File: config.mk
export PLATFORM = sky130hd
export DESIGN_NAME = decoder3_8_triple
export DESIGN_NICKNAME = d
export VERILOG_FILES = /design/src/rtl/decoder3_8_triple.sv
export SDC_FILE = /design/constraint.sdc
export NUM_CORES = 1
export LEC_CHECK = 0
export CAP_MARGIN = 20
export CELL_PAD_IN_SITES_DETAIL_PLACEMENT = 0
export CELL_PAD_IN_SITES_GLOBAL_PLACEMENT = 1
export CORE_MARGIN = 2
export CORE_UTILIZATION = 24
export DETAILED_ROUTE_END_ITERATION = 12
export GPL_TIMING_DRIVEN = 1
export PLACE_DENSITY_LB_ADDON = 0.08
export SLEW_MARGIN = 20
export SYNTH_ARGS = -nofsm -noshare
export SYNTH_HDL_FRONTEND = slang
export SYNTH_SLANG_ARGS = --single-unit
File: constraint.sdc
create_clock -name clk -period 1.6 [get_ports clk]
set_input_delay 0.24 -clock clk [delete_from_list [all_inputs] [get_ports clk]]
set_output_delay 0.24 -clock clk [all_outputs]
set_load 0.05 [all_outputs]
File: src/rtl/decoder3_8_triple.sv
// Three independent 3-to-8 one-hot decoder lanes with a clocked lane-agreement monitor.
// Optional macro DEC38_OUTREG_EN registers the decoded outputs (one-cycle latency).
module decoder3_8_triple #(
    parameter int CNT_W = 8
) (
    input  logic             clk,
    input  logic             reset_n,
    input  logic [2:0]       a_sv,
    output logic [7:0]       y_sv,
    input  logic [2:0]       a_v,
    output logic [7:0]       y_v,
    input  logic [2:0]       a_vhd,
    output logic [7:0]       y_vhd,
    output logic             lanes_agree,
    output logic             disagree_seen,
    output logic [CNT_W-1:0] disagree_cnt
);

    localparam logic [CNT_W-1:0] CNT_MAX = {CNT_W{1'b1}};

    // Any unknown code bit falls through to the default branch and yields all zeros.
    function automatic logic [7:0] dec3_8(input logic [2:0] code);
        logic [7:0] onehot_s;
        case (code)
            3'd0:    onehot_s = 8'b0000_0001;
            3'd1:    onehot_s = 8'b0000_0010;
            3'd2:    onehot_s = 8'b0000_0100;
            3'd3:    onehot_s = 8'b0000_1000;
            3'd4:    onehot_s = 8'b0001_0000;
            3'd5:    onehot_s = 8'b0010_0000;
            3'd6:    onehot_s = 8'b0100_0000;
            3'd7:    onehot_s = 8'b1000_0000;
            default: onehot_s = 8'h00;
        endcase
        return onehot_s;
    endfunction

    logic [7:0]       dec_sv_s;
    logic [7:0]       dec_v_s;
    logic [7:0]       dec_vhd_s;
    logic             agree_s;
    logic             seen_r;
    logic [CNT_W-1:0] cnt_r;

    // Per-lane decode; each lane calls its own copy of the decoder.
    always_comb begin
        dec_sv_s  = dec3_8(a_sv);
        dec_v_s   = dec3_8(a_v);
        dec_vhd_s = dec3_8(a_vhd);
    end

    // An unknown comparison result takes the else branch, so X/Z reads as disagreement.
    always_comb begin
        agree_s = 1'b0;
        if ((a_sv == a_v) && (a_v == a_vhd)) begin
            agree_s = 1'b1;
        end else begin
            agree_s = 1'b0;
        end
    end

    // Sticky disagreement flag and saturating disagreement counter.
    always_ff @(posedge clk or negedge reset_n) begin
        if (!reset_n) begin
            seen_r <= 1'b0;
            cnt_r  <= '0;
        end else if (!agree_s) begin
            seen_r <= 1'b1;
            if (cnt_r != CNT_MAX) begin
                cnt_r <= cnt_r + CNT_W'(1);
            end else begin
                cnt_r <= cnt_r;
            end
        end else begin
            seen_r <= seen_r;
            cnt_r  <= cnt_r;
        end
    end

`ifdef DEC38_OUTREG_EN
    logic [7:0] y_sv_r;
    logic [7:0] y_v_r;
    logic [7:0] y_vhd_r;

    // Output registers for the decoded lanes.
    always_ff @(posedge clk or negedge reset_n) begin
        if (!reset_n) begin
            y_sv_r  <= 8'h00;
            y_v_r   <= 8'h00;
            y_vhd_r <= 8'h00;
        end else begin
            y_sv_r  <= dec_sv_s;
            y_v_r   <= dec_v_s;
            y_vhd_r <= dec_vhd_s;
        end
    end

    assign y_sv  = y_sv_r;
    assign y_v   = y_v_r;
    assign y_vhd = y_vhd_r;
`else
    assign y_sv  = dec_sv_s;
    assign y_v   = dec_v_s;
    assign y_vhd = dec_vhd_s;
`endif

    assign lanes_agree   = agree_s;
    assign disagree_seen = seen_r;
    assign disagree_cnt  = cnt_r;

endmodule

==> impl_metrics.toml, run 1 <==
[critical_path]
critPathRequiredTime_ns = 1.36
critPathLaunchType = "input port"
crit_type = "input port to primary output"
critPathArrivalTime_ns = 1.41
crit_path_end_kind = "primary output"
crit_path_max_fanout = 2

[synth]
netlist-cell-type-count = 28
synth_cells = 81
syn-num-nets = 93
ys_ff_latch = 9
syn_avg_cell_area_sq_um = 8.68
synthesis.area_sq_um = 703
yosysSeqAreaShare = 0.320
yosys_warnings = 0

[cells_and_area]
layout_commonest_cell = "buf_4"
n_antenna_cell = 0
fillers = 250
mostFrequentLayoutCells = "33 x buf_4, 26 x buf_12, 8 x nor3b_1"
area_growth_pct = 125
fin_nets = 158
drive_gt1_frac = 0.552

[sta]
final-hold-violation-count = 0
drv_slew = 0
worst_slack_ns = -0.0487
setup_viol = 1
period_minus_slack_ns = 1.65
setup-tns-final_ns = -0.0487
slew_headroom = 0.715
rsz0062_at_grt = "yes"
timing.hold.ws_ns = 0.276
fin_crit_sh = 1.03
tightest_slew_ns = 0.426
fmax_mhz = 607
skew_ns = 0.00514

[hold_path]
hp-class = "input port to async pin"

[route]
drt_iter0_drc = 14
viasPerCell = 4.63
antenna_left = 0
wire_per_inst_microns = 12.9
vias = 814
route.detailed.drc = 0
drtPass1Iterations = 4
totalWireLength_microns = 2270

[global_routing]
grt.total_usage = 0.147
overflow = 0
grt_max_degree = 10
grt_pass1_wl_microns = 3880
antenna_found_initial = 0
grt_pass1_vias = 798

[floorplanning]
die_height_microns = 58.1
io_pins = 45
die_area_sq_um = 3380
coreArea_sq_um = 2780
dieWidth_microns = 58.1
rows = 19
start_util = 0.253

[cts]
root_buffer = "clkbuf_4"
cts.path.max_buffers = 2
cts.clk_slew.worst_paths_ns = 0.07
ctsHoldBuffers = 0
clkLatencyLatePin_ns = 0.26
numCtsBuffers = 3
cts_num_sinks = 9
htreeDepth = 1
cts_tree = "built"

[placement]
place.gp.congestion = 0.774
dp_hpwl_microns = 1810
io_buffers = 44
post-place-ws_ns = -0.541

[status]
status = "finished with violations"
violations = "setup timing"

[power_and_ir_drop]
vdd_drop_max_v = 0.00113
p_leak_nw = 0.741
p_per_area_nw_per_um2 = 1090

[job]
drv_cap = 0
==> state kept, by name, indices dropped and copies added (netlist names) <==
name,cells
disagree_seen,1
disagree_cnt,8
==> repair_timing <==
action	CTS	global route
pin swaps	4	1
resized for setup	36	1
endpoints found under the setup margin	14	4
buffers inserted	2	0
==> cell usage after synthesis, drive strengths merged <==
| cell | number | area (sq um) |
|---|---|---|
| clkbuf | 6 | 22.5 |
| dfrtp | 9 | 225 |
| nor3 | 4 | 20.0 |
| or3 | 4 | 25.0 |
| nand3b | 1 | 7.51 |
| nand2b | 3 | 18.8 |
| o41a | 1 | 11.3 |
| nand3 | 5 | 25.0 |
| buf | 4 | 28.8 |
| inv | 2 | 7.51 |
| nand2 | 5 | 18.8 |
| and3 | 4 | 25.0 |
| and3b | 6 | 52.6 |
| and4 | 2 | 17.5 |
| nor3b | 10 | 75.1 |
| a21oi | 1 | 5.00 |
| mux2 | 3 | 37.5 |
| nor2 | 4 | 17.5 |
| o21ai | 1 | 5.00 |
| ha | 1 | 12.5 |
| a222oi | 1 | 10.0 |
| nor4b | 1 | 8.76 |
| xor2 | 3 | 26.3 |
==> path summary, 6_finish.rpt <==
check / start / endpoint / cells after the start / slack (ns)
setup / recovery: a_sv[2] / lanes_agree / 6 / -0.05
hold / removal: reset_n / disagree_cnt[2]$_DFFE_PN0P_ / 1 / 0.28
setup reg to reg: disagree_cnt[0]$_DFFE_PN0P_ / disagree_cnt[1]$_DFFE_PN0P_ / 4 / 0.09
hold reg to reg: disagree_seen$_DFFE_PN0N_ / disagree_seen$_DFFE_PN0N_ / 1 / 0.47
max in group asynchronous: reset_n / disagree_cnt[0]$_DFFE_PN0P_ / 1 / 1.00
min in group clk: disagree_seen$_DFFE_PN0N_ / disagree_seen$_DFFE_PN0N_ / 1 / 0.47
==> where the power goes <==
part           total, W  internal [W]  switching, W
clock          0.000180     0.0000963     0.0000838
sequential     0.000414      0.000330     0.0000848
combinational   0.00114      0.000470      0.000666
total           0.00173      0.000896      0.000835
==> worst max-delay path, stage by stage <==
cell      delay [ns]
buf_2           0.11
or3_1           0.37
a222oi_1        0.29
buf_4           0.18
buf_6           0.10
buf_12          0.12
==> layer usage <==
layer / global-route usage / share of wire / up-vias
met4: 0.0199 / 0 / 0
met2: 0.209 / 0.44 / 29
met1: 0.214 / 0.48 / 370
li1: - / - / 415
met5: 0 / 0 / -
met3: 0.0603 / 0.076 / 0
==> metrics by stage <==
step	cell area [sq um]	cells	power, W	utilization
floorplan	732	81	0.00110	-
detailed placement	1570	170	0.00156	0.564
global placement	1570	170	0.00155	0.564
CTS	1580	176	0.00174	0.568
finish	1590	176	0.00173	0.570
global route	1590	176	0.00183	0.570
==> cells by family (layout without fill, tap and decap cells) <==
kind of cell    count (synthesis)  in the layout  synth area share
mux                             3              3            0.0534
fa+ha+maj                       1              1            0.0178
xor+xnor                        3              3            0.0374
simple gates                   49             49             0.443
flops                           9              9             0.320
compound gates                  4              4            0.0445
buf+inv                        12             76            0.0836
==> final cells by class <==
cell class | count | area [sq um] | area share
Timing Repair Buffer | 70 | 846 | 0.534
Multi-Input combinational cell | 60 | 439 | 0.277
Sequential cell | 9 | 228 | 0.144
Tap cell | 31 | 38.8 | 0.0245
Clock buffer | 4 | 26.3 | 0.0166
Inverter | 2 | 7.51 | 0.00474
Power figures use the tool's default switching activity.
==> run 2: changes to the inputs <==
--- a/config.mk
+++ b/config.mk
@@ -9,7 +9,7 @@
 export CELL_PAD_IN_SITES_DETAIL_PLACEMENT = 0
 export CELL_PAD_IN_SITES_GLOBAL_PLACEMENT = 1
 export CORE_MARGIN = 2
-export CORE_UTILIZATION = 24
+export CORE_UTILIZATION = 26
 export DETAILED_ROUTE_END_ITERATION = 12
 export GPL_TIMING_DRIVEN = 1
 export PLACE_DENSITY_LB_ADDON = 0.08
==> constraint.sdc (replaced) <==
create_clock -name clk -period 2.1 [get_ports clk]
set_input_delay 0.315 -clock clk [delete_from_list [all_inputs] [get_ports clk]]
set_output_delay 0.315 -clock clk [all_outputs]
set_load 0.05 [all_outputs]
==> run 2 against run 1 <==
The run now ends clean. Critical path depth unchanged. Combinational power fell by 30%. Utilization increased by 3.4 points. Sequential power decreased by 19%. Non-clock buffer count down 12.
==> impl_metrics.toml, run 2 (synthesized netlist as in run 1, its figures left out) <==
[power_and_ir_drop]
p_per_area_nw_per_um2 = 830
swShare = 0.493
p_leak_nw = 0.677
power.share.clock = 0.108
p_sw_w = 0.000623
p_comb_frac = 0.628
vdd_drop_max_v = 0.000628
cellInternalPower_w = 0.000641
power_frac_seq = 0.264

[global_routing]
grt_max_degree = 10
grt_pass1_wl_microns = 3680
overflow = 0
antenna_found_initial = 0
grt.total_usage = 0.145
grt_pass1_vias = 769

[critical_path]
crit_path_max_fanout = 6
crit_path_end_kind = "primary output"
r2r_start = "disagree_cnt[3]$_DFFE_PN0P_"
crit_type = "input port to primary output"
critPathRequiredTime_ns = 1.78
critPathLaunchType = "input port"
critPathArrivalTime_ns = 1.70
cp-startpoint = "a_sv[0]"

[cells_and_area]
area_growth_pct = 117
fin_nets = 146
largest_reg_flops = 8
drive_gt1_frac = 0.338
mostFrequentLayoutCells = "26 x buf_12, 12 x buf_4, 11 x clkdlybuf4s50_1"
layout_commonest_cell = "buf_12"
fin_util = 0.604
n_antenna_cell = 0

[placement]
place.gp.congestion = 0.762
dp_hpwl_microns = 1700
post-place-ws_ns = -0.187
io_buffers = 44

[sta]
setup-tns-final_ns = 0
drv_slew = 0
period_minus_slack_ns = 2.01
worst_slack_ns = 0.0856
fmax_mhz = 496
slew_headroom = 0.662
rsz0062_at_grt = "no"
setup_viol = 0
fin_crit_sh = 0.959
timing.hold.ws_ns = 0.366
final-hold-violation-count = 0
tightest_slew_ns = 0.506
skew_ns = 0.00457

[job]
drv_cap = 0

[cts]
ctsHoldBuffers = 0
cts_num_sinks = 9
cts.clk_slew.worst_paths_ns = 0.06
cts.path.max_buffers = 2
clkLatencyLatePin_ns = 0.26
root_buffer = "clkbuf_4"
htreeDepth = 1
cts_tree = "built"
numCtsBuffers = 3

[route]
viasPerCell = 4.82
wire_per_inst_microns = 13.1
totalWireLength_microns = 2140
drtPass1Iterations = 4
vias = 785
route.detailed.drc = 0
drt_iter0_drc = 10
antenna_left = 0

[floorplanning]
start_util = 0.279
coreArea_sq_um = 2520
dieWidth_microns = 56.0
die_area_sq_um = 3140
io_pins = 45
rows = 18
die_height_microns = 56.0

[status]
status = "completed"

[hold_path]
hp-class = "input port to async pin"
## run 2: changes by cell type in the layout (fill, tap and decap cells not counted), sizes merged
cell | before | now
buf | 68 | 39
clkdlybuf4s50 | 1 | 11
dlygate4sd2 | 0 | 6
dlymetal6s2s | 0 | 1
## run 2: routing by layer
metal	wire length [microns]	track usage	vias to the layer above
met5	0	0	-
met4	12	0.0510	0
met3	107	0.0186	2
met2	1050	0.234	24
met1	967	0.197	367
li1	-	-	392
## run 2: final timing paths
| check | endpoint | slack [ns] | depth (start not counted) |
|---|---|---|---|
| worst max-delay path | lanes_agree | 0.09 | 6 |
| worst max register to register | disagree_cnt[4]$_DFFE_PN0P_ | 0.54 | 4 |
| worst min-delay path | disagree_cnt[5]$_DFFE_PN0P_ | 0.37 | 1 |
| min in group clk | disagree_seen$_DFFE_PN0N_ | 0.47 | 1 |
| worst min register to register | disagree_seen$_DFFE_PN0N_ | 0.47 | 1 |
| max in group asynchronous | disagree_cnt[1]$_DFFE_PN0P_ | 1.42 | 1 |
## run 2: worst max-delay path, stage by stage
cell and delay (ns):
clkdlybuf4s50_1 0.41, or3_1 0.30, a222oi_1 0.25, buf_4 0.19, buf_12 0.11, buf_12 0.12
## run 2: power by group through the flow
stage / registers [W] / logic, W / clock network (W)
2_1_floorplan: 0.000569 / 0.000255 / 0
3_3_place_gp: 0.000332 / 0.000791 / 0
3_5_place_dp: 0.000335 / 0.000803 / 0
4_1_cts: 0.000334 / 0.000800 / 0.000143
5_1_grt: 0.000350 / 0.000838 / 0.000151
6_report: 0.000334 / 0.000794 / 0.000136
## run 2: through the flow
stage	cells	area, sq um	power, W
after floorplan	81	703	0.000824
after global placement	158	1490	0.00112
after detailed placement	158	1490	0.00114
after CTS	163	1520	0.00128
after global routing	163	1520	0.00134
final	163	1520	0.00126
## run 2: area by class of cell
| cell class | count | area [sq um] |
|---|---|---|
| clock buffer | 4 | 26.3 |
| fill | 225 | 1000 |
| inverter | 2 | 7.51 |
| multi-input combinational | 60 | 419 |
| sequential | 9 | 225 |
| tap | 30 | 37.5 |
| timing repair buffer | 58 | 807 |
## run 2: what timing repair did
action | CTS | global route
setup endpoints to repair | 1 | 1
pin swaps | 3 | 1
buffers inserted | 1 | 0
hold endpoints to repair | 0 | 0
gates resized for setup | 7 | 3
==> run 3: changes to the inputs <==
--- a/config.mk
+++ b/config.mk
@@ -12,7 +12,7 @@
 export CORE_UTILIZATION = 26
 export DETAILED_ROUTE_END_ITERATION = 12
 export GPL_TIMING_DRIVEN = 1
-export PLACE_DENSITY_LB_ADDON = 0.08
+export PLACE_DENSITY = 0.93
 export SLEW_MARGIN = 20
 export SYNTH_ARGS = -nofsm -noshare
 export SYNTH_HDL_FRONTEND = slang
==> run 3 against run 2 <==
Critical path depth shrank 1. Combinational power grew 0.9%. Wire length grew 5.5%. Fmax down 0.51%. Utilization up 0.30 points. Sequential share of layout area decreased by 0.073 points. Clock skew grew 0.0031 ns. Worst setup slack worse by 0.010 ns. Global-route usage increased by 0.089 points. Hold slack worse by 0.027 ns. Count of clock-buffer cells in the layout stayed put. Flip-flop and latch count unchanged. Critical path type unchanged. Highest routed layer unchanged.
==> impl_metrics.toml, run 3 (synthesized netlist as in run 1, its figures left out) <==
[status]
status = "completed"

[critical_path]
cp-startpoint = "a_vhd[1]"
path_delay_family = "buffers and inverters"
crit_path_end_kind = "primary output"
crit_path_max_fanout = 2
crit_type = "input port to primary output"
crit_path_top_delay_cell = "clkdlybuf4s50_1"
critPathLaunchType = "input port"
critPathArrivalTime_ns = 1.71
critPathRequiredTime_ns = 1.78
cp_slowest_stage_delay_ns = 0.42
crit_chain = "clkdlybuf4s50_1 > or3_1 > a222oi_1 > buf_4 > buf_12"
r2r_start = "disagree_cnt[3]$_DFFE_PN0P_"
cp_num_buf_inv = 3

[sta]
fmax_mhz = 494
period_minus_slack_ns = 2.02
timing.hold.ws_ns = 0.339
tightest_slew_ns = 0.509
rsz0062_at_grt = "no"
setup_viol = 0
drv_slew = 0
slew_headroom = 0.659
fin_crit_sh = 0.964
final-hold-violation-count = 0
skew_ns = 0.00764

[cells_and_area]
mostFrequentLayoutCells = "25 x buf_12, 14 x clkdlybuf4s50_1, 14 x buf_4"
fin_nets = 146
layout_commonest_cell = "buf_12"
fin_area_sq_um = 1530
largest_reg_flops = 8
fin_util = 0.607
area_growth_pct = 118
drive_gt1_frac = 0.346

[route]
antenna_left = 0
viasPerCell = 4.73
wl_met2_microns = 1240
met1_length_microns = 895
route.met3.wl_microns = 86
vias = 776
drt_iter0_drc = 18
wire_per_inst_microns = 13.8
maxUsedRoutingLayer = "met4"
route.detailed.drc = 0
drtPass1Iterations = 4
totalWireLength_microns = 2260

[global_routing]
grt.total_usage = 0.146
grt_pass1_wl_microns = 3650
grt_pass1_vias = 783
overflow = 0
antenna_found_initial = 1
grt_max_degree = 10

[cts]
root_buffer = "clkbuf_4"
cts.path.max_buffers = 2
clkLatencyLatePin_ns = 0.27
ctsHoldBuffers = 0
cts.clk_slew.worst_paths_ns = 0.07
numCtsBuffers = 3
cts_tree = "built"
htreeDepth = 1
cts_num_sinks = 9

[hold_path]
hp-class = "input port to async pin"

[floorplanning]
io_pins = 45
dieWidth_microns = 56.0
coreArea_sq_um = 2520
die_height_microns = 56.0
rows = 18
die_area_sq_um = 3140
start_util = 0.279

[placement]
io_buffers = 44
dp_hpwl_microns = 1860
place.gp.congestion = 0.852
placed_cell_area_sq_um = 1480

[power_and_ir_drop]
p_leak_nw = 0.704
finalPower_w = 0.00127
vdd_drop_max_v = 0.000949
p_per_area_nw_per_um2 = 833

[job]
drv_cap = 0
## run 3: path summary, 6_finish.rpt
| path | to | slack [ns] | depth (start not counted) |
|---|---|---|---|
| hold / removal | disagree_cnt[2]$_DFFE_PN0P_ | 0.34 | 1 |
| hold reg to reg | disagree_seen$_DFFE_PN0N_ | 0.47 | 1 |
| setup / recovery | lanes_agree | 0.08 | 5 |
| min in group clk | disagree_seen$_DFFE_PN0N_ | 0.47 | 1 |
| setup reg to reg | disagree_cnt[4]$_DFFE_PN0P_ | 0.54 | 4 |
| max in group asynchronous | disagree_cnt[5]$_DFFE_PN0P_ | 1.47 | 1 |
## run 3: final cells by class
| cell class | count | area, sq um |
|---|---|---|
| Multi-Input combinational cell | 60 | 423 |
| Clock buffer | 4 | 26.3 |
| Tap cell | 30 | 37.5 |
| Antenna cell | 1 | 2.50 |
| Fill cell | 226 | 992 |
| Inverter | 2 | 7.51 |
| Sequential cell | 9 | 225 |
| Timing Repair Buffer | 58 | 808 |
## run 3: what timing repair did
| action | CTS | global route |
|---|---|---|
| buffers inserted | 1 | 0 |
| resized for setup | 0 | 6 |
| pin swaps | 1 | 2 |
| setup endpoints to repair | 1 | 3 |
## run 3: stage by stage
stage / TNS (ns) / setup slack, ns / instances
6_report: 0 / 0.0753 / 164
5_1_grt: 0 / 0.00328 / 164
4_1_cts: 0 / 0.00146 / 163
3_5_place_dp: -0.462 / -0.152 / 158
3_3_place_gp: -0.250 / -0.103 / 158
2_1_floorplan: 0 / 0.0549 / 81
## run 3: worst reg2reg max path: stages, from the launching register on
cell and delay, ns:
dfrtp_1 0.44, and4_1 0.25, and4_1 0.27, nor4b_1 0.36
xor2_1 0.17
## run 3: power by group
group	internal, W	total [W]	switching [W]
Clock	0.0000734	0.000139	0.0000652
Sequential	0.000247	0.000335	0.0000877
Combinational	0.000327	0.000801	0.000474
Total	0.000648	0.00127	0.000627
## run 3: metal layers
metal  global-route usage  vias to the layer above
met3               0.0163                        3
met2                0.266                       24
met1                0.163                      359
met5                    0                        -
li1                     -                      390
met4               0.0782                        0
